## src/rtl/dial_pkg.sv

```systemverilog
// rtl/dial_pkg.sv - shared constants and types for the dial rotation front end
package dial_pkg;

  // ASCII bytes the line parser recognises
  localparam logic [7:0] CH_L  = 8'h4C;
  localparam logic [7:0] CH_R  = 8'h52;
  localparam logic [7:0] CH_LF = 8'h0A;
  localparam logic [7:0] CH_CR = 8'h0D;
  localparam logic [7:0] CH_0  = 8'h30;
  localparam logic [7:0] CH_9  = 8'h39;

  // Line parser states
  typedef enum logic [1:0] {
    IDLE   = 2'd0,
    DIGITS = 2'd1,
    SKIP   = 2'd2
  } state_t;

  // One BCD digit
  typedef logic [3:0] bcd_t;

endpackage

```

## src/rtl/bcd_digit_shift3.sv

```systemverilog
// rtl/bcd_digit_shift3.sv - three-digit BCD shift register with clear and overflow flag
module bcd_digit_shift3
  import dial_pkg::*;
(
  input  logic clk,
  input  logic rst,
  input  logic clear,
  input  logic shift,
  input  bcd_t din,
  output bcd_t h_nxt,
  output bcd_t t_nxt,
  output bcd_t o_nxt,
  output logic overflow
);

  bcd_t h, t, o;

  // Next-digit view is exported so the parser can emit the value including
  // a digit that arrives on the same cycle as end-of-file.
  always_comb begin
    h_nxt    = h;
    t_nxt    = t;
    o_nxt    = o;
    overflow = 1'b0;
    if (clear) begin
      h_nxt = '0;
      t_nxt = '0;
      o_nxt = '0;
    end else if (shift) begin
      h_nxt    = t;
      t_nxt    = o;
      o_nxt    = din;
      overflow = (h != '0);
    end
  end

  // Digit storage
  always_ff @(posedge clk) begin
    if (rst) begin
      h <= '0;
      t <= '0;
      o <= '0;
    end else begin
      h <= h_nxt;
      t <= t_nxt;
      o <= o_nxt;
    end
  end

endmodule

```

## src/rtl/rotation_line_parser.sv

```systemverilog
// rtl/rotation_line_parser.sv - ASCII "L68"/"R5" line stream to BCD rotation pulses
module rotation_line_parser
  import dial_pkg::*;
#(
  parameter int CNT_W = 16
) (
  input  logic             clk,
  input  logic             rst,
  input  logic [7:0]       in_byte,
  input  logic             in_valid,
  input  logic             in_last,
  output logic             in_ready,
  output logic             rot_valid,
  output logic             R_L,
  output logic [7:0]       BCD_val,
  output logic [3:0]       BCD_mod,
  output logic [CNT_W-1:0] rot_count,
  output logic             done,
  output logic             err_syntax,
  output logic             err_overflow
);

  state_t state, state_nxt;
  logic   dir, dir_nxt;
  logic   seen, seen_nxt;
  logic   dclear, dshift;
  logic   syn, emit, ovf;
  logic   accept, is_digit;
  bcd_t   h_nxt, t_nxt, o_nxt;

  assign accept   = in_valid && in_ready;
  assign is_digit = (in_byte >= CH_0) && (in_byte <= CH_9);

  // Low nibble of '0'..'9' is already the BCD digit value
  bcd_digit_shift3 u_digits (
    .clk      (clk),
    .rst      (rst),
    .clear    (dclear),
    .shift    (dshift),
    .din      (in_byte[3:0]),
    .h_nxt    (h_nxt),
    .t_nxt    (t_nxt),
    .o_nxt    (o_nxt),
    .overflow (ovf)
  );

  // Decode the accepted byte, then fold in end-of-file as an implied newline
  always_comb begin
    state_nxt = state;
    dir_nxt   = dir;
    seen_nxt  = seen;
    dclear    = 1'b0;
    dshift    = 1'b0;
    syn       = 1'b0;
    emit      = 1'b0;
    if (accept) begin
      case (state)
        IDLE: begin
          if (in_byte == CH_L || in_byte == CH_R) begin
            dir_nxt   = (in_byte == CH_L);
            seen_nxt  = 1'b0;
            dclear    = 1'b1;
            state_nxt = DIGITS;
          end else if (in_byte != CH_LF && in_byte != CH_CR) begin
            syn       = 1'b1;
            state_nxt = SKIP;
          end
        end
        DIGITS: begin
          if (is_digit) begin
            dshift   = 1'b1;
            seen_nxt = 1'b1;
          end else if (in_byte == CH_CR) begin
            state_nxt = DIGITS;
          end else if (in_byte == CH_LF) begin
            if (seen) emit = 1'b1;
            else      syn  = 1'b1;
            state_nxt = IDLE;
          end else begin
            syn       = 1'b1;
            state_nxt = SKIP;
          end
        end
        SKIP: begin
          if (in_byte == CH_LF) state_nxt = IDLE;
        end
        default: state_nxt = IDLE;
      endcase
      if (in_last) begin
        if (state_nxt == DIGITS) begin
          if (seen_nxt) emit = 1'b1;
          else          syn  = 1'b1;
        end
        state_nxt = IDLE;
      end
    end
  end

  // Parser state and registered outputs; rotation fields are zero unless emitting
  always_ff @(posedge clk) begin
    if (rst) begin
      state        <= IDLE;
      dir          <= 1'b0;
      seen         <= 1'b0;
      in_ready     <= 1'b0;
      rot_valid    <= 1'b0;
      R_L          <= 1'b0;
      BCD_val      <= '0;
      BCD_mod      <= '0;
      rot_count    <= '0;
      done         <= 1'b0;
      err_syntax   <= 1'b0;
      err_overflow <= 1'b0;
    end else begin
      state        <= state_nxt;
      dir          <= dir_nxt;
      seen         <= seen_nxt;
      in_ready     <= 1'b1;
      rot_valid    <= emit;
      R_L          <= emit & dir_nxt;
      BCD_val      <= emit ? {t_nxt, o_nxt} : 8'h00;
      BCD_mod      <= emit ? h_nxt : 4'h0;
      rot_count    <= rot_count + CNT_W'(emit);
      done         <= accept && in_last;
      err_syntax   <= err_syntax | syn;
      err_overflow <= err_overflow | ovf;
    end
  end

endmodule
```

## config.mk

```make
export PLATFORM = sky130hd
export DESIGN_NAME = rotation_line_parser
export DESIGN_NICKNAME = d
export VERILOG_FILES = /design/src/rtl/dial_pkg.sv /design/src/rtl/bcd_digit_shift3.sv /design/src/rtl/rotation_line_parser.sv
export SDC_FILE = /design/constraint.sdc
export NUM_CORES = 1
export LEC_CHECK = 0
export BUFFER_PORTS_ARGS = -buffer_cell sky130_fd_sc_hd__buf_2
export CAP_MARGIN = 20
export CORE_MARGIN = 2
export CORE_UTILIZATION = 57
export DETAILED_ROUTE_END_ITERATION = 16
export GPL_ROUTABILITY_DRIVEN = 0
export PLACE_DENSITY = 0.83
export SLEW_MARGIN = 5
export SYNTH_ARGS = -nofsm -noshare
export SYNTH_HDL_FRONTEND = slang
export SYNTH_SLANG_ARGS = --single-unit
```

## constraint.sdc

```tcl
create_clock -name clk -period 5.6 [get_ports clk]
set_input_delay 1.12 -clock clk [delete_from_list [all_inputs] [get_ports clk]]
set_output_delay 1.12 -clock clk [all_outputs]
set_load 0.1 [all_outputs]
```

==> results of run 1 <==
[synth_stat cells, types with 2 or more instances]
library cell | instances | share of area
or4_1 | 5 | 0.018
nand4_1 | 5 | 0.015
and3_1 | 2 | 0.0061
clkbuf_1 | 4 | 0.0073
nor3_1 | 4 | 0.0097
nand3_1 | 7 | 0.017
buf_2 | 3 | 0.0073
or4bb_1 | 2 | 0.011
o31ai_1 | 3 | 0.011
xor2_1 | 9 | 0.038
nor2_1 | 29 | 0.053
dfxtp_1 | 50 | 0.48
and2_1 | 16 | 0.048
nand2b_1 | 2 | 0.0061
a2111oi_0 | 2 | 0.0085
inv_1 | 6 | 0.011
or4b_1 | 2 | 0.0097
xnor2_1 | 3 | 0.013
a21o_1 | 2 | 0.0073
a211oi_1 | 2 | 0.0073
mux2i_1 | 12 | 0.058
nor4_1 | 4 | 0.012
o21ai_0 | 3 | 0.0073
a21oi_1 | 5 | 0.012
nand2_1 | 10 | 0.018
[power by group through the flow]
| stage | Clock (mW) | Sequential [mW] | Combinational (mW) |
|---|---|---|---|
| floorplan | 0 | 0.374 | 0.0150 |
| global placement | 0 | 0.366 | 0.0338 |
| detailed placement | 0 | 0.366 | 0.0341 |
| CTS | 0.221 | 0.359 | 0.0342 |
| global route | 0.235 | 0.359 | 0.0379 |
| finish | 0.216 | 0.359 | 0.0345 |
[cell type report]
class | count | area [µm²] | area share
Clock inverter | 3 | 48.80 | 0.02033
Clock buffer | 5 | 37.54 | 0.01564
Multi-Input combinational cell | 150 | 1007 | 0.4197
Tap cell | 46 | 57.56 | 0.02398
Sequential cell | 50 | 1001 | 0.4171
Timing Repair Buffer | 45 | 225.2 | 0.09385
Inverter | 6 | 22.52 | 0.009385
[sequential cells by signal, indices dropped and copies added (netlist names)]
register and flops:
R_L 1, done 1, err_overflow 1, u_digits.t 4, rot_count 16, dir 1, BCD_val 8, u_digits.h 4
in_ready 1, err_syntax 1, seen 1, BCD_mod 4, rot_valid 1, u_digits.o 4, state 2
[metrics by stage]
stage	setup slack (ns)	cells	power [mW]	instance area (µm²)
after floorplan	2.052	214	0.3887	2064
after detailed placement	1.510	297	0.4005	2313
after global placement	1.575	297	0.4002	2313
after CTS	1.887	305	0.6135	2400
after global routing	1.625	305	0.6320	2400
final	1.929	305	0.6089	2400
[worst max-delay path, delay by kind of cell]
family	cells	cell delay, ns
buf+inv	1	0.13
xor+xnor	1	0.17
fa+ha+maj	1	0.36
simple gates	6	1.80
compound gates	2	0.35
[worst max-delay path by stage]
stage / cells past startpoint / start / end / slack, ns
6_report: 11 / in_byte[5] / rot_count[15]$_SDFF_PP0_ / 1.93
5_1_grt: 11 / in_byte[5] / rot_count[15]$_SDFF_PP0_ / 1.62
4_1_cts: 11 / in_byte[5] / rot_count[15]$_SDFF_PP0_ / 1.89
3_5_place_dp: 11 / in_byte[5] / rot_count[15]$_SDFF_PP0_ / 1.51
3_3_place_gp: 11 / in_byte[5] / rot_count[15]$_SDFF_PP0_ / 1.58
2_1_floorplan: 11 / in_byte[5] / rot_count[15]$_SDFF_PP0_ / 2.05
[kinds of logic (layout without fill, tap and decap cells)]
group,Yosys count,count (layout)
simple gates,95,95
flops,50,50
compound gates,30,30
buf+inv,14,59
xor+xnor,12,12
mux,12,12
fa+ha+maj,1,1
[metal layers]
layer | wire length [µm] | vias to the layer above | global-route usage
met1 | 1896 | 805 | 0.2822
met2 | 1932 | 57 | 0.3620
met3 | 224 | 7 | 0.06690
met4 | 61 | 0 | 0.07979
met5 | 0 | - | 0
li1 | - | 855 | -
[placed cells by master (no fill, tap or decap), types with 5 or more instances in the layout]
cell type | netlist | routed
or4_1 | 5 | 5
dfxtp_1 | 50 | 50
nand2_1 | 10 | 10
buf_2 | 3 | 45
nand3_1 | 7 | 7
xor2_1 | 9 | 9
and2_1 | 16 | 16
nor2_1 | 29 | 29
a21oi_1 | 5 | 5
nand4_1 | 5 | 5
mux2i_1 | 12 | 12
clkbuf_4 | 0 | 5
inv_1 | 6 | 6
==> results.yml, run 1 <==
synth:
  synth_compound_gate_area_share: 0.1115
  synth_seq_cells: 50
  async_flop_share: 0
  synth_top_family_by_area: "simple AND/OR/NAND/NOR gates"
  syn_avg_cell_area_um2: 9.647
  synth_nets: 227
  synth-simple-area-share: 0.2612
  synthXorXnorAreaFrac: 0.05091
  yosysWarnings: 0
  synth_area_um2: 2064
  synthCells: 214
  ys_seq_area_frac: 0.4848
  ys.flop_type: "dfxtp_1"
  synth_fa_ha_area_frac: 0.006061
  synth_mux_area_frac: 0.05818
  yosysUniqueCellTypes: 47
  synth-edff-count: 0
setup_path:
  slowest_delay_ns: 0.54
  crit_fanout: 14
  arrival_ns: 3.93
  r2r_slack_ns: 2.94
  crit_type: "input pin to flip-flop"
  cp-start-kind: "input pin"
  worstReg2RegStart: "state[1]$_SDFFE_PP0P_"
  crit_chain: "buf_2, or4b_4, o22ai_2, a22oi_2, nor3_2, ha_1, nand2_1, nor3_1, nand4_1, xor2_1, nor2_1"
  crit_slowest_cell: "or4b_4"
  cp-end-kind: "flip-flop"
  rr_worst_depth: 8
  critPathRequiredTime_ns: 5.86
  r2r-end: "rot_count[15]$_SDFF_PP0_"
global_route:
  grt.total_usage: 0.2235
  grt_pass1_vias: 1625
  grt_first_pass_wirelength_um: 7251
  antenna_found_initial: 0
  grt_max_degree: 24
  grt.overflow.total: 0
die:
  start_util: 0.6044
  die_width_um: 64.18
  die_h_um: 64.18
  num_rows: 21
  io_pins: 46
  die-area_um2: 4119
  fp.coreArea_um2: 3416
pwr:
  p_comb_frac: 0.057
  switching_share: 0.2385
  p_per_area_nw_per_um2: 253.7
  ir_worst_vdd_v: 0.0002186
  leakagePower_nw: 1.087
  seq_power_share: 0.589
  intPower_mw: 0.4637
  switchingPower_mw: 0.1452
  p_clk_frac: 0.354
routing:
  wl_per_cell_um: 13.49
  drt_iter0_markers: 121
  antenna_left: 0
  route.vias.total: 1724
  drt_wl_total_um: 4115
  drt_first_pass_iters: 4
  vias_per_cell: 5.652
  drc_errors: 0
sta:
  setup_viol: 0
  timing.fmax_mhz: 272.4
  fin_crit_ns: 3.671
  worst_slew_pin_slew_ns: 0.8840
  fin_crit_sh: 0.6555
  grt_setup_unrepaired: "false"
  hold_viol: 0
  slew_violations: 0
  skew_ns: 0.006316
  slew_headroom: 0.4089
  finalSetupTns_ns: 0
  hold_slack_ns: 0.4840
finish:
  nFillCells: 283
  postLayoutCoreUtil: 0.7026
  nets: 271
  antenna_cells: 0
  area_growth_pct: 16.24
  drive_above_1_share: 0.2278
min_path:
  hold_depth: 2
  hold_end: "err_overflow$_SDFF_PP0_"
  hold_path_class: "flip-flop to flip-flop"
  min-delay-start: "err_overflow$_SDFF_PP0_"
job:
  drv_cap: 0
clocking:
  cts.clk_slew.worst_paths_ns: 0.14
  cts_tree: "yes"
  clock_path_buffers: 2
  clk_latency_ns: 0.36
  cts.repair.resized: 0
  cts_htree_levels: 2
  ctsHoldBuffers: 0
  postCtsSetupBuffers: 0
  root_buffer: "clkbuf_4"
  numCtsBuffers: 5
  cts.sinks: 50
outcome:
  status: "complete, no violations"
placement:
  dpl.hpwl_um: 3002
  io_buffers: 45
Power figures use the tool's default switching activity.
==> inputs of run 2 (changes only) <==
Settings changed: CORE_UTILIZATION 57 to 53, PLACE_DENSITY 0.83 to 0.78.
Clock period 5.6 ns to 3.5 ns, I/O delays scaled along.
==> run 2 against run 1 <==
Hold slack worse by 0.019 ns. Clock skew down 0.0039 ns. Clock power up 98%. Combinational power up 60%. Flip-flop and latch count unchanged. First-iteration DRC count down 24%. Non-clock buffer count up 2. Register-to-register slack worse by 1.7 ns. Setup slack worse by 1.4 ns. Largest power group unchanged. Highest routed layer unchanged. Clock-buffer cell count up 1.
==> results.yml, run 2 (synthesized netlist as in run 1, its figures left out) <==
min_path:
  hold_depth: 2
  min-delay-start: "err_overflow$_SDFF_PP0_"
  hold_end: "err_overflow$_SDFF_PP0_"
  hold_path_class: "flip-flop to flip-flop"
setup_path:
  slowest_delay_ns: 0.54
  r2r-end: "rot_count[15]$_SDFF_PP0_"
  crit_family: "simple AND/OR/NAND/NOR gates"
  crit_type: "input pin to flip-flop"
  critPathRequiredTime_ns: 3.69
  cp-start-kind: "input pin"
  worstReg2RegStart: "state[1]$_SDFFE_PP0P_"
  cp-end-kind: "flip-flop"
  crit_slowest_cell: "or4b_4"
  crit_chain: "buf_2, or4b_4, o22ai_2, a22oi_2, nor3_2, ha_1, nand2_1, nor3_1, nand4_1, xor2_1, nor2_1"
  worst-path-buf-inv: 1
  crit_fanout: 8
  rr_worst_depth: 8
  r2r_slack_ns: 1.25
  arrival_ns: 3.15
finish:
  drive_above_1_share: 0.2337
  final_area_um2: 2452
  antenna_cells: 0
  largest-register: "rot_count"
  largest_registers: "rot_count x16, BCD_val x8"
  mostFrequentLayoutCells: "dfxtp_1, buf_2, nor2_1, and2_1, mux2i_1"
  largest_reg_flops: 16
  nets: 273
  final_common_cell: "dfxtp_1"
  area_growth_pct: 18.79
routing:
  drt_iter0_markers: 92
  drt_first_pass_iters: 4
  route.vias.total: 1708
  antenna_left: 0
  vias_per_cell: 5.528
  wl_per_cell_um: 13.39
  drc_errors: 0
  drt_wl_total_um: 4138
pwr:
  p_total_mw: 1.057
  leakagePower_nw: 1.115
  ir_worst_vdd_v: 0.0002517
  p_per_area_nw_per_um2: 430.9
global_route:
  grt_util_met3: 0.05792
  grt_first_pass_wirelength_um: 6996
  grt_max_degree: 24
  grt.overflow.total: 0
  grt_pass1_vias: 1544
  grtUsageMet1: 0.2646
  antenna_found_initial: 0
  busiest_layer: "met2"
  globalRouteMet2Util: 0.3363
  grt.total_usage: 0.2085
die:
  start_util: 0.5556
  die-area_um2: 4410
  io_pins: 46
  fp.coreArea_um2: 3716
  die_width_um: 66.41
  num_rows: 22
  die_h_um: 66.41
clocking:
  ctsHoldBuffers: 0
  clk_latency_ns: 0.30
  cts.sinks: 50
  cts.repair.resized: 0
  root_buffer: "clkbuf_8"
  cts.clk_slew.worst_paths_ns: 0.09
  postCtsSetupBuffers: 0
  cts_htree_levels: 2
  clock_path_buffers: 2
  cts_tree: "yes"
  numCtsBuffers: 5
job:
  drv_cap: 0
sta:
  fin_crit_ns: 2.960
  grt_setup_unrepaired: "false"
  slew_violations: 0
  worst_slew_pin_slew_ns: 0.6073
  slew_headroom: 0.5920
  hold_viol: 0
  setup_viol: 0
  finalSetupTns_ns: 0
  fin_crit_sh: 0.8458
  timing.fmax_mhz: 337.8
  skew_ns: 0.002430
placement:
  dpl.hpwl_um: 2910
  io_buffers: 45
  dpl_cell_area_um2: 2331
outcome:
  status: "complete, no violations"
## run 2: layout make-up
cell class | count | area [µm²]
fillers | 314 | 1264
multi-input cells | 150 | 1007
flip-flops and latches | 50 | 1001
repair buffers | 47 | 240.2
clock buffers | 6 | 82.58
well taps | 48 | 60.06
clock inverters | 2 | 38.79
inverters | 6 | 22.52
## run 2: per-layer routing
metal / vias up / wire length, µm
li1: 858 / -
met1: 803 / 1946
met2: 39 / 1930
met3: 8 / 177
met4: 0 / 83
met5: - / 0
## run 2: power by group
part           switching, mW  internal [mW]
Clock                  0.193          0.235
Sequential           0.00246          0.571
Combinational         0.0404         0.0149
## run 2: worst reg2reg max path: stages (launching register included)
cell	delay, ns
dfxtp_1	0.43
nand3b_1	0.25
nor3_2	0.21
ha_1	0.27
nand2_1	0.08
nor3_1	0.48
nand4_1	0.19
xor2_1	0.17
nor2_1	0.05
## run 2: worst max-delay path by stage
stage	startpoint	to	slack (ns)	cells past startpoint
floorplan	in_byte[5]	rot_count[15]$_SDFF_PP0_	0.37	11
global route	in_byte[5]	rot_count[15]$_SDFF_PP0_	0.31	11
CTS	in_byte[5]	rot_count[15]$_SDFF_PP0_	0.53	11
detailed placement	in_byte[5]	rot_count[15]$_SDFF_PP0_	0.29	11
global placement	in_byte[5]	rot_count[15]$_SDFF_PP0_	0.37	11
finish	in_byte[5]	rot_count[15]$_SDFF_PP0_	0.54	11
## run 2: per-stage QoR
stage,std cells,worst slack (ns),hold slack (ns),utilization
after floorplan,214,0.3718,0.4394,-
after global placement,301,0.3679,0.4555,0.6273
after detailed placement,301,0.2880,0.4547,0.6273
after CTS,309,0.5324,0.4729,0.6599
after global routing,309,0.3149,0.5017,0.6599
final,309,0.5396,0.4650,0.6599
==> inputs of run 3 (changes only) <==
Settings changed: CORE_UTILIZATION 53 to 48, PLACE_DENSITY 0.78 to 0.75.
Clock period 3.5 ns to 2.6 ns, I/O delays scaled along.
==> run 3 against run 2 <==
Register-to-register slack worse by 0.54 ns. Utilization down 3.8 points. Flip-flop and latch count stayed put. Combinational power increased by 50%. Die area rose by 9.8%. Cell count is 2.9% higher. Largest cell class unchanged. Largest power group unchanged.
==> results.yml, run 3 (synthesized netlist as in run 1, its figures left out) <==
setup_path:
  cp-start-kind: "input pin"
  critPathRequiredTime_ns: 2.79
  crit_type: "input pin to flip-flop"
  crit_fanout: 5
  arrival_ns: 2.47
  cp-end-kind: "flip-flop"
sta:
  fin_crit_ns: 2.281
  slew_headroom: 0.6073
  hold_slack_ns: 0.4727
  slew_violations: 0
  grt_setup_unrepaired: "false"
  fin_crit_sh: 0.8775
  setup_slack_ns: 0.3186
  setup_viol: 0
  hold_viol: 0
  timing.fmax_mhz: 438.3
  skew_ns: 0.01132
  worst_slew_pin_slew_ns: 0.5742
die:
  die-area_um2: 4841
  start_util: 0.5088
  num_rows: 23
  fp.coreArea_um2: 4058
  die_width_um: 69.58
  die_h_um: 69.58
  io_pins: 46
finish:
  nets: 280
  largest_registers: "rot_count x16, BCD_val x8"
  area_growth_pct: 22.24
  nFillCells: 361
  antenna_cells: 0
  mostFrequentLayoutCells: "dfxtp_1, buf_2, nor2_1, and2_1, mux2i_1"
  instances_no_fill: 318
  register_area_um2: 1002
  largest_reg_flops: 16
  final_common_cell: "dfxtp_1"
  multiInputGateArea_um2: 1033
  drive_above_1_share: 0.2687
  largest-register: "rot_count"
clocking:
  clock_path_buffers: 2
  cts_tree: "yes"
  clk_latency_ns: 0.31
  cts.repair.resized: 0
  cts.clk_slew.worst_paths_ns: 0.11
  ctsHoldBuffers: 0
  numCtsBuffers: 5
  root_buffer: "clkbuf_8"
  cts.sinks: 50
  cts_htree_levels: 2
  postCtsSetupBuffers: 0
global_route:
  grt_pass1_vias: 1684
  grt.total_usage: 0.1971
  grt.overflow.total: 0
  grt_first_pass_wirelength_um: 7596
  antenna_found_initial: 0
  grt_max_degree: 24
min_path:
  hold_path_class: "flip-flop to flip-flop"
routing:
  wl_per_cell_um: 13.66
  drc_errors: 0
  drt_iter0_markers: 62
  drt_first_pass_iters: 4
  drt_wl_total_um: 4343
  antenna_left: 0
  route.vias.total: 1695
  vias_per_cell: 5.330
job:
  drv_cap: 0
pwr:
  ir_worst_vdd_v: 0.0002552
  p_per_area_nw_per_um2: 532.1
  leakagePower_nw: 1.155
  p_total_mw: 1.343
placement:
  dpl.hpwl_um: 3161
  place_ws_ns: -0.02848
  dpl.cell_count: 310
  io_buffers: 45
outcome:
  status: "complete, no violations"
## run 3: layout make-up
cell class | instances | area share
multi-input combinational | 150 | 0.4095
sequential | 50 | 0.3971
timing repair buffer | 54 | 0.1210
clock buffer | 5 | 0.02727
tap | 50 | 0.02479
clock inverter | 3 | 0.01140
inverter | 6 | 0.008924
## run 3: per-layer routing
layer / routed length (µm) / global-route usage / share of wire
met5: 0 / 0 / 0
met4: 102 / 0.1002 / 0.023
met3: 222 / 0.04797 / 0.051
met2: 1970 / 0.3130 / 0.45
met1: 2047 / 0.2482 / 0.47
## run 3: report_power, final
| part | switching, mW | internal [mW] | leakage (nW) |
|---|---|---|---|
| Combinational | 0.0556 | 0.0276 | 0.701 |
| Sequential | 0.00324 | 0.769 | 0.403 |
| Clock | 0.288 | 0.200 | 0.0502 |
## run 3: per-stage QoR
| step | TNS, ns | utilization | area (µm²) |
|---|---|---|---|
| 2_1_floorplan | -0.1207 | - | 2096 |
| 3_3_place_gp | 0 | 0.5979 | 2426 |
| 3_5_place_dp | -0.05904 | 0.5979 | 2426 |
| 4_1_cts | 0 | 0.6220 | 2524 |
| 5_1_grt | 0 | 0.6220 | 2524 |
| 6_report | 0 | 0.6220 | 2524 |
## run 3: path summary, 6_finish.rpt
kind / start / slack (ns) / cells past startpoint / end
worst max register to register: state[1]$_SDFFE_PP0P_ / 0.71 / 8 / rot_count[14]$_SDFF_PP0_
worst min register to register: err_overflow$_SDFF_PP0_ / 0.47 / 2 / err_overflow$_SDFF_PP0_
worst max-delay path: in_byte[5] / 0.32 / 11 / rot_count[14]$_SDFF_PP0_
worst min-delay path: err_overflow$_SDFF_PP0_ / 0.47 / 2 / err_overflow$_SDFF_PP0_
## run 3: worst max-delay path: stages
cell and delay, ns:
buf_2 0.11, or4b_4 0.54, o22ai_2 0.19, a22oi_2 0.09, nor3_2 0.22, ha_4 0.20
nand2_2 0.06, nor3_4 0.18, nand3_1 0.12, xor2_1 0.17, nor2_1 0.06
